File: src/rtl/bridge_bus_arbiter.sv
// Two-master arbiter for the single Bridge port: registered grant, burst limit, round-robin on contention.
// Define BRIDGE_ARB_FIXED_PRIO_EN for fixed M0 priority, with the burst limit applied to M1 only.
module bridge_bus_arbiter #(
    parameter int MAX_BURST = 4,
    parameter int CNT_W     = 3
) (
    input  logic        clk,
    input  logic        reset,
    input  logic        m0_req,
    input  logic [31:0] m0_addr,
    input  logic [31:0] m0_wd,
    input  logic [3:0]  m0_byteen,
    output logic        m0_gnt,
    output logic        m0_done,
    input  logic        m1_req,
    input  logic [31:0] m1_addr,
    input  logic [31:0] m1_wd,
    input  logic [3:0]  m1_byteen,
    output logic        m1_gnt,
    output logic        m1_done,
    output logic [31:0] m_rd,
    output logic [31:0] bus_addr,
    output logic [31:0] bus_wd,
    output logic [3:0]  bus_byteen,
    input  logic [31:0] bus_rd
);

    localparam logic [1:0] S_IDLE = 2'd0;
    localparam logic [1:0] S_OWN0 = 2'd1;
    localparam logic [1:0] S_OWN1 = 2'd2;

    localparam logic [CNT_W-1:0] CNT_LAST = CNT_W'(MAX_BURST - 1);

    logic [1:0]       state_q, state_d;
    logic [CNT_W-1:0] cnt_q, cnt_d;
    logic [CNT_W-1:0] cnt_inc;
    logic             burst_end;
`ifndef BRIDGE_ARB_FIXED_PRIO_EN
    logic             rr_q, rr_d;  // 0: M0 wins next IDLE contention, 1: M1
`endif

    assign cnt_inc   = (cnt_q == CNT_LAST) ? cnt_q : cnt_q + CNT_W'(1);
    assign burst_end = (cnt_q == CNT_LAST);

    always_comb begin
        state_d = state_q;
        cnt_d   = cnt_q;
`ifndef BRIDGE_ARB_FIXED_PRIO_EN
        rr_d    = rr_q;
`endif
        case (state_q)
            S_OWN0: begin
                if (m0_req) begin
`ifdef BRIDGE_ARB_FIXED_PRIO_EN
                    cnt_d = cnt_inc;
`else
                    if (burst_end && m1_req) begin
                        state_d = S_OWN1;
                        cnt_d   = '0;
                        rr_d    = 1'b0;
                    end else begin
                        cnt_d = cnt_inc;
                    end
`endif
                end else begin
                    state_d = m1_req ? S_OWN1 : S_IDLE;
                    cnt_d   = '0;
                end
            end
            S_OWN1: begin
                if (m1_req) begin
                    if (burst_end && m0_req) begin
                        state_d = S_OWN0;
                        cnt_d   = '0;
`ifndef BRIDGE_ARB_FIXED_PRIO_EN
                        rr_d    = 1'b1;
`endif
                    end else begin
                        cnt_d = cnt_inc;
                    end
                end else begin
                    state_d = m0_req ? S_OWN0 : S_IDLE;
                    cnt_d   = '0;
                end
            end
            default: begin
                cnt_d = '0;
                if (m0_req && m1_req) begin
`ifdef BRIDGE_ARB_FIXED_PRIO_EN
                    state_d = S_OWN0;
`else
                    state_d = rr_q ? S_OWN1 : S_OWN0;
`endif
                end else if (m0_req) begin
                    state_d = S_OWN0;
                end else if (m1_req) begin
                    state_d = S_OWN1;
                end else begin
                    state_d = S_IDLE;
                end
            end
        endcase
    end

    always_ff @(posedge clk or negedge reset) begin
        if (!reset) begin
            state_q <= S_IDLE;
            cnt_q   <= '0;
        end else begin
            state_q <= state_d;
            cnt_q   <= cnt_d;
        end
    end

`ifndef BRIDGE_ARB_FIXED_PRIO_EN
    always_ff @(posedge clk or negedge reset) begin
        if (!reset) begin
            rr_q <= 1'b0;
        end else begin
            rr_q <= rr_d;
        end
    end
`endif

    assign m0_gnt  = (state_q == S_OWN0);
    assign m1_gnt  = (state_q == S_OWN1);
    assign m0_done = m0_req & m0_gnt;
    assign m1_done = m1_req & m1_gnt;
    assign m_rd    = bus_rd;

    // Bus is driven only during a beat, so byteen can never produce a stray write.
    always_comb begin
        bus_addr   = '0;
        bus_wd     = '0;
        bus_byteen = '0;
        if (m0_done) begin
            bus_addr   = m0_addr;
            bus_wd     = m0_wd;
            bus_byteen = m0_byteen;
        end else if (m1_done) begin
            bus_addr   = m1_addr;
            bus_wd     = m1_wd;
            bus_byteen = m1_byteen;
        end
    end

endmodule
File: config.mk
export PLATFORM = sky130hd
export DESIGN_NAME = bridge_bus_arbiter
export DESIGN_NICKNAME = d
export VERILOG_FILES = /design/src/rtl/bridge_bus_arbiter.sv
export SDC_FILE = /design/constraint.sdc
export NUM_CORES = 1
export LEC_CHECK = 0
export BUFFER_PORTS_ARGS = -buffer_cell sky130_fd_sc_hd__buf_4
export CAP_MARGIN = 20
export CORE_AREA = 5 5 104 106
export CTS_CLUSTER_SIZE = 30
export DETAILED_ROUTE_END_ITERATION = 8
export DIE_AREA = 0 0 109 111
export PLACE_DENSITY = 0.52
export SYNTH_ARGS = -nofsm -noshare
export SYNTH_HDL_FRONTEND = slang
export SYNTH_SLANG_ARGS = --single-unit
File: constraint.sdc
create_clock -name clk -period 2.15 [get_ports clk]
set_input_delay 0.1075 -clock clk [delete_from_list [all_inputs] [get_ports clk]]
set_output_delay 0.1075 -clock clk [all_outputs]
set_load 0.02 [all_outputs]
Word-level counts from Yosys, hierarchy flattened
Index checks and enable logic that the tools add are counted.

Add/subtract/negate cells: 1. Equality and inequality tests: 9. Mux-type cells: 27. Bitwise logic cells: 2. Reductions and logical operators: 6.

Operators by type and width (number): two-way mux 32 bit (4); two-way mux 2 bit (8); two-way mux 3 bit (5); two-way mux 4 bit (2); inequality test 3 x 2 -> 1 bit, second input constant (2); one-hot mux 3 bit (2 select lines) (1); two-way mux 1 bit (5); AND reduction 5 bit (1); inequality test 2 x 1 -> 1 bit, second input constant (2); inequality test 2 bit, second input constant (2); one-hot mux 2 bit (2 select lines) (1); adder 3 x 1 -> 3 bit, second input constant (1); equality test 3 x 2 -> 1 bit, second input constant (1); logical AND 1 bit (3); bitwise AND 1 bit (2); equality test 2 x 1 -> 1 bit, second input constant (1); equality test 2 bit, second input constant (1); one-hot mux 1 bit (2 select lines) (1); AND reduction 2 bit (1); nonzero test 2 bit (1).

Register bits after elaboration: 6. Input port bits: 172. Word-level logic and storage cells: 48.

Logic depth before layout (Yosys ltp)
Word-level depth: 5. Mapped depth: 9. Gate-level depth less buffers: 5.

Worst setup path after synthesis
OpenSTA, ideal clock, no wires.

Kind: register to output. Start point: register state_q[0]. End point: output port bus_addr[11]. Data arrival time: 1.816 ns. Slack: 0.227 ns. Cell stages (with the launch flop): 9. Cells stage by stage: dfrtp_1 -> inv_1 -> ha_1 -> and2_1 -> nor2b_1 -> buf_2 -> buf_6 -> buf_6 -> a22o_1.

Word-level cells in the longest chain between the ends: 4. Elaborated cells between the ends (all ways): 6.

Ends and longest elaborated chain: start: declaration (line 34) `logic [1:0] state_q, state_d;`; start signal: assignment (line 110) `state_q <= state_d;`; equality test 2 bit (line 126) `assign m1_gnt = (state_q == S_OWN1);`; named net m1_gnt (line 19) `output logic m1_gnt,`; bitwise AND 1 bit (line 128) `assign m1_done = m1_req & m1_gnt;`; named net m1_done (line 20) `output logic m1_done,`; two-way mux 32 bit (line 140) `end else if (m1_done) begin`; two-way mux 32 bit (line 136) `if (m0_done) begin`; end: declaration (line 22) `output logic [31:0] bus_addr,`.

The timed path passes the listed nets, and every way through them passes these cells.

Worst setup path in the final report
Start point: register state_q[0]. End point: output port bus_addr[16].

Word-level cells in the longest chain between the ends: 4. Elaborated cells between the ends (all ways): 6.

Ends and longest elaborated chain (line): equality test 2 bit (126); bitwise AND 1 bit (128); two-way mux 32 bit (140); two-way mux 32 bit (*) (136).

Mark *: on every way between the ends. The rest lies on a longest branch, timed or not.

==> flow_summary.json <==
{
  "die_x_microns": 109,
  "hold_viol": 0,
  "antenna_found_initial": 0,
  "slew_violations": 0,
  "vdd_ir_drop_max_v": 0.0005854,
  "rows": 36,
  "setup_tns_ns": 0,
  "cts_max_path_buffers": 2,
  "diodes": 0,
  "final_nets": 499,
  "start_util": 0.1345,
  "power.leakage_nw": 1.533,
  "yosys_warnings": 0,
  "p_sw_mw": 1.077,
  "fin_crit_sh": 0.9240,
  "slew_headroom": 0.6501,
  "setup_viol": 0,
  "drive_above_1_share": 0.6832,
  "swShare": 0.4764,
  "grt-ovfl-total": 0,
  "worstSetupPathType": "flop to primary output",
  "wirelength_microns": 7407,
  "grt_pass1_wl_microns": 10330,
  "route.detailed.wl_per_inst_microns": 16.28,
  "grtUsageTotal": 0.1062,
  "cts.sinks": 6,
  "io-pin-count": 276,
  "p_per_area_nw_per_um2": 800.4,
  "layout.cells.non_filler": 455,
  "grt-busiest-layer": "met2",
  "crit_chain": "inv_1, ha_1, and2_1, nor2b_4, buf_12, a22o_1, buf_4",
  "maxCapViolations": 0,
  "avgSynthCellArea_sq_um": 8.569,
  "cts_htree_levels": 1,
  "fmax_ghz": 0.5033,
  "drtAntennaViolNets": 0,
  "ys_seq_area_frac": 0.1153,
  "cts_root_buffer": "clkbuf_8",
  "pwr-share-clk": 0.076,
  "dpl.hpwl_microns": 6415,
  "pwr-share-comb": 0.855,
  "crit_fanout": 40,
  "arrival_ns": 1.88,
  "cp_slowest_cell": "dfrtp_1",
  "cts_tree": "built",
  "cp.required_ns": 2.04,
  "dp_slack_ns": 0.3381,
  "p_seq_frac": 0.070,
  "rsz0062_at_grt": "false",
  "clk_latency_ns": 0.23,
  "die_h_microns": 111,
  "grt_max_degree": 41,
  "worstHoldPathType": "input pin to primary output",
  "drc": 0,
  "cp-end-kind": "primary output",
  "drt_iter0_drc": 67,
  "fin_ws_ns": 0.1633,
  "synth_seq_cells": 6,
  "cts_made_buffers": 3,
  "synth_fp_nets": 327,
  "gp_congestion": 0.7840,
  "p_int_mw": 1.184,
  "slowest_delay_ns": 0.37,
  "routed_via_density": 4.286,
  "portBuffers": 211,
  "placed_cells": 451,
  "skew_ns": 0.005869,
  "grt_use_met2": 0.1957,
  "finalHoldWorstSlack_ns": 0.2150,
  "path_clk_slew_ns": 0.04,
  "grt_util_met3": 0.04077,
  "postCtsSetupRepairBufs": 0,
  "syn2layout_area_growth_pct": 116.9,
  "cp-start-kind": "flop",
  "ys_types": 22,
  "worst_pin_slew_ns": 0.5249,
  "min_period_ns": 1.987,
  "met1_usage": 0.1065,
  "netlist_area_sq_um": 1302,
  "num_vias": 1950,
  "die_area_sq_um": 12100,
  "postLayoutCoreUtil": 0.2917,
  "grt_pass1_vias": 1923,
  "firstDrtPassIters": 4,
  "core_sq_um": 9684,
  "synthCells": 152,
  "status": "completed"
}
## per-stage QoR
stage          cell area (sq um)  total power [mW]
2_1_floorplan               1303             1.363
3_3_place_gp                2766             2.101
3_5_place_dp                2766             2.099
4_1_cts                     2818             2.282
5_1_grt                     2825             2.405
6_report                    2825             2.261
## area by class of cell
class | instances | area, sq um
Clock buffer | 3 | 41.29
Fill cell | 1022 | 6859
Inverter | 2 | 7.507
Multi-Input combinational cell | 95 | 815.8
Sequential cell | 6 | 150.1
Tap cell | 133 | 166.4
Timing Repair Buffer | 216 | 1644
## layer usage
layer | share of wire | vias up
met5 | 0 | -
met4 | 0.030 | 0
met3 | 0.13 | 26
met2 | 0.51 | 125
met1 | 0.33 | 892
li1 | - | 907
## placed cells by master, fill, tap and decap left out, drive strengths merged
master	instances
a22o	69
nor2	1
dfrtp	6
and3	1
o221ai	2
nor2b	4
inv	2
nand3b	3
a22oi	1
nor3	2
and2	2
nand4	1
nand3	1
xor2	1
clkbuf	3
mux2i	3
ha	3
o211a	1
dlygate4sd3	1
buf	215
## Yosys cell counts (all sizes together)
cell,number,area [sq um]
mux2i,3,30.03
inv,2,7.510
nor3,2,10.01
nand4,1,6.260
a22o,69,604.3
and3,1,6.260
and2,2,12.51
clkbuf,6,22.52
dfrtp,6,150.1
buf,43,315.3
nand3,1,5.000
nor2b,4,25.02
xor2,1,8.760
o211a,1,10.01
ha,3,37.54
o221ai,2,17.52
a22oi,1,7.510
nand3b,3,22.52
nor2,1,3.750
## power groups by stage
stage	logic, mW	registers [mW]	clock network [mW]
finish	1.93	0.157	0.171
global route	2.06	0.159	0.187
CTS	1.95	0.158	0.177
detailed placement	1.94	0.159	0
global placement	1.94	0.159	0
floorplan	1.21	0.156	0
## worst max-delay path, delay by kind of cell (launching register included)
family / cells / cell delay [ns]
DFF: 1 / 0.37
buffers and inverters: 3 / 0.45
AOI/OAI and AO/OA: 1 / 0.20
adders and majority gates: 1 / 0.21
and+or+nand+nor: 2 / 0.42
## cell families (layout without fill, tap and decap cells)
family                   Yosys count  after routing  share of synthesized area
AND/OR/NAND/NOR                   15             15                    0.07012
AO/OA/AOI/OAI                     73             73                     0.4909
flip-flops                         6              6                     0.1153
buffers and inverters             51            221                     0.2651
multiplexers                       3              3                    0.02306
adder cells (fa/ha/maj)            3              3                    0.02882
XOR/XNOR                           1              1                   0.006726
## worst paths after layout
| path | to | from | depth (start not counted) | slack, ns |
|---|---|---|---|---|
| min in group asynchronous | state_q[1]$_DFFE_PN0P_ | reset | 2 | 0.23 |
| setup / recovery | bus_addr[16] | state_q[0]$_DFFE_PN0P_ | 7 | 0.16 |
| max in group asynchronous | cnt_q[1]$_DFF_PN0_ | reset | 2 | 1.80 |
| setup reg to reg | state_q[1]$_DFFE_PN0P_ | state_q[1]$_DFFE_PN0P_ | 5 | 0.49 |
| hold reg to reg | rr_q$_DFFE_PN0P_ | rr_q$_DFFE_PN0P_ | 1 | 0.54 |
| hold / removal | m_rd[12] | bus_rd[12] | 0 | 0.22 |
## registers in the layout, summed over array words and instances (netlist names)
register,flops
state_q,2
cnt_q,3
rr_q,1
## timing repair
item / CTS / global route
hold endpoints to repair: 6 / 0
hold buffers: 1 / 0
resized for setup: 0 / 2
endpoints found under the setup margin: 0 / 27
No activity file was read; power rests on OpenSTA's default activity.
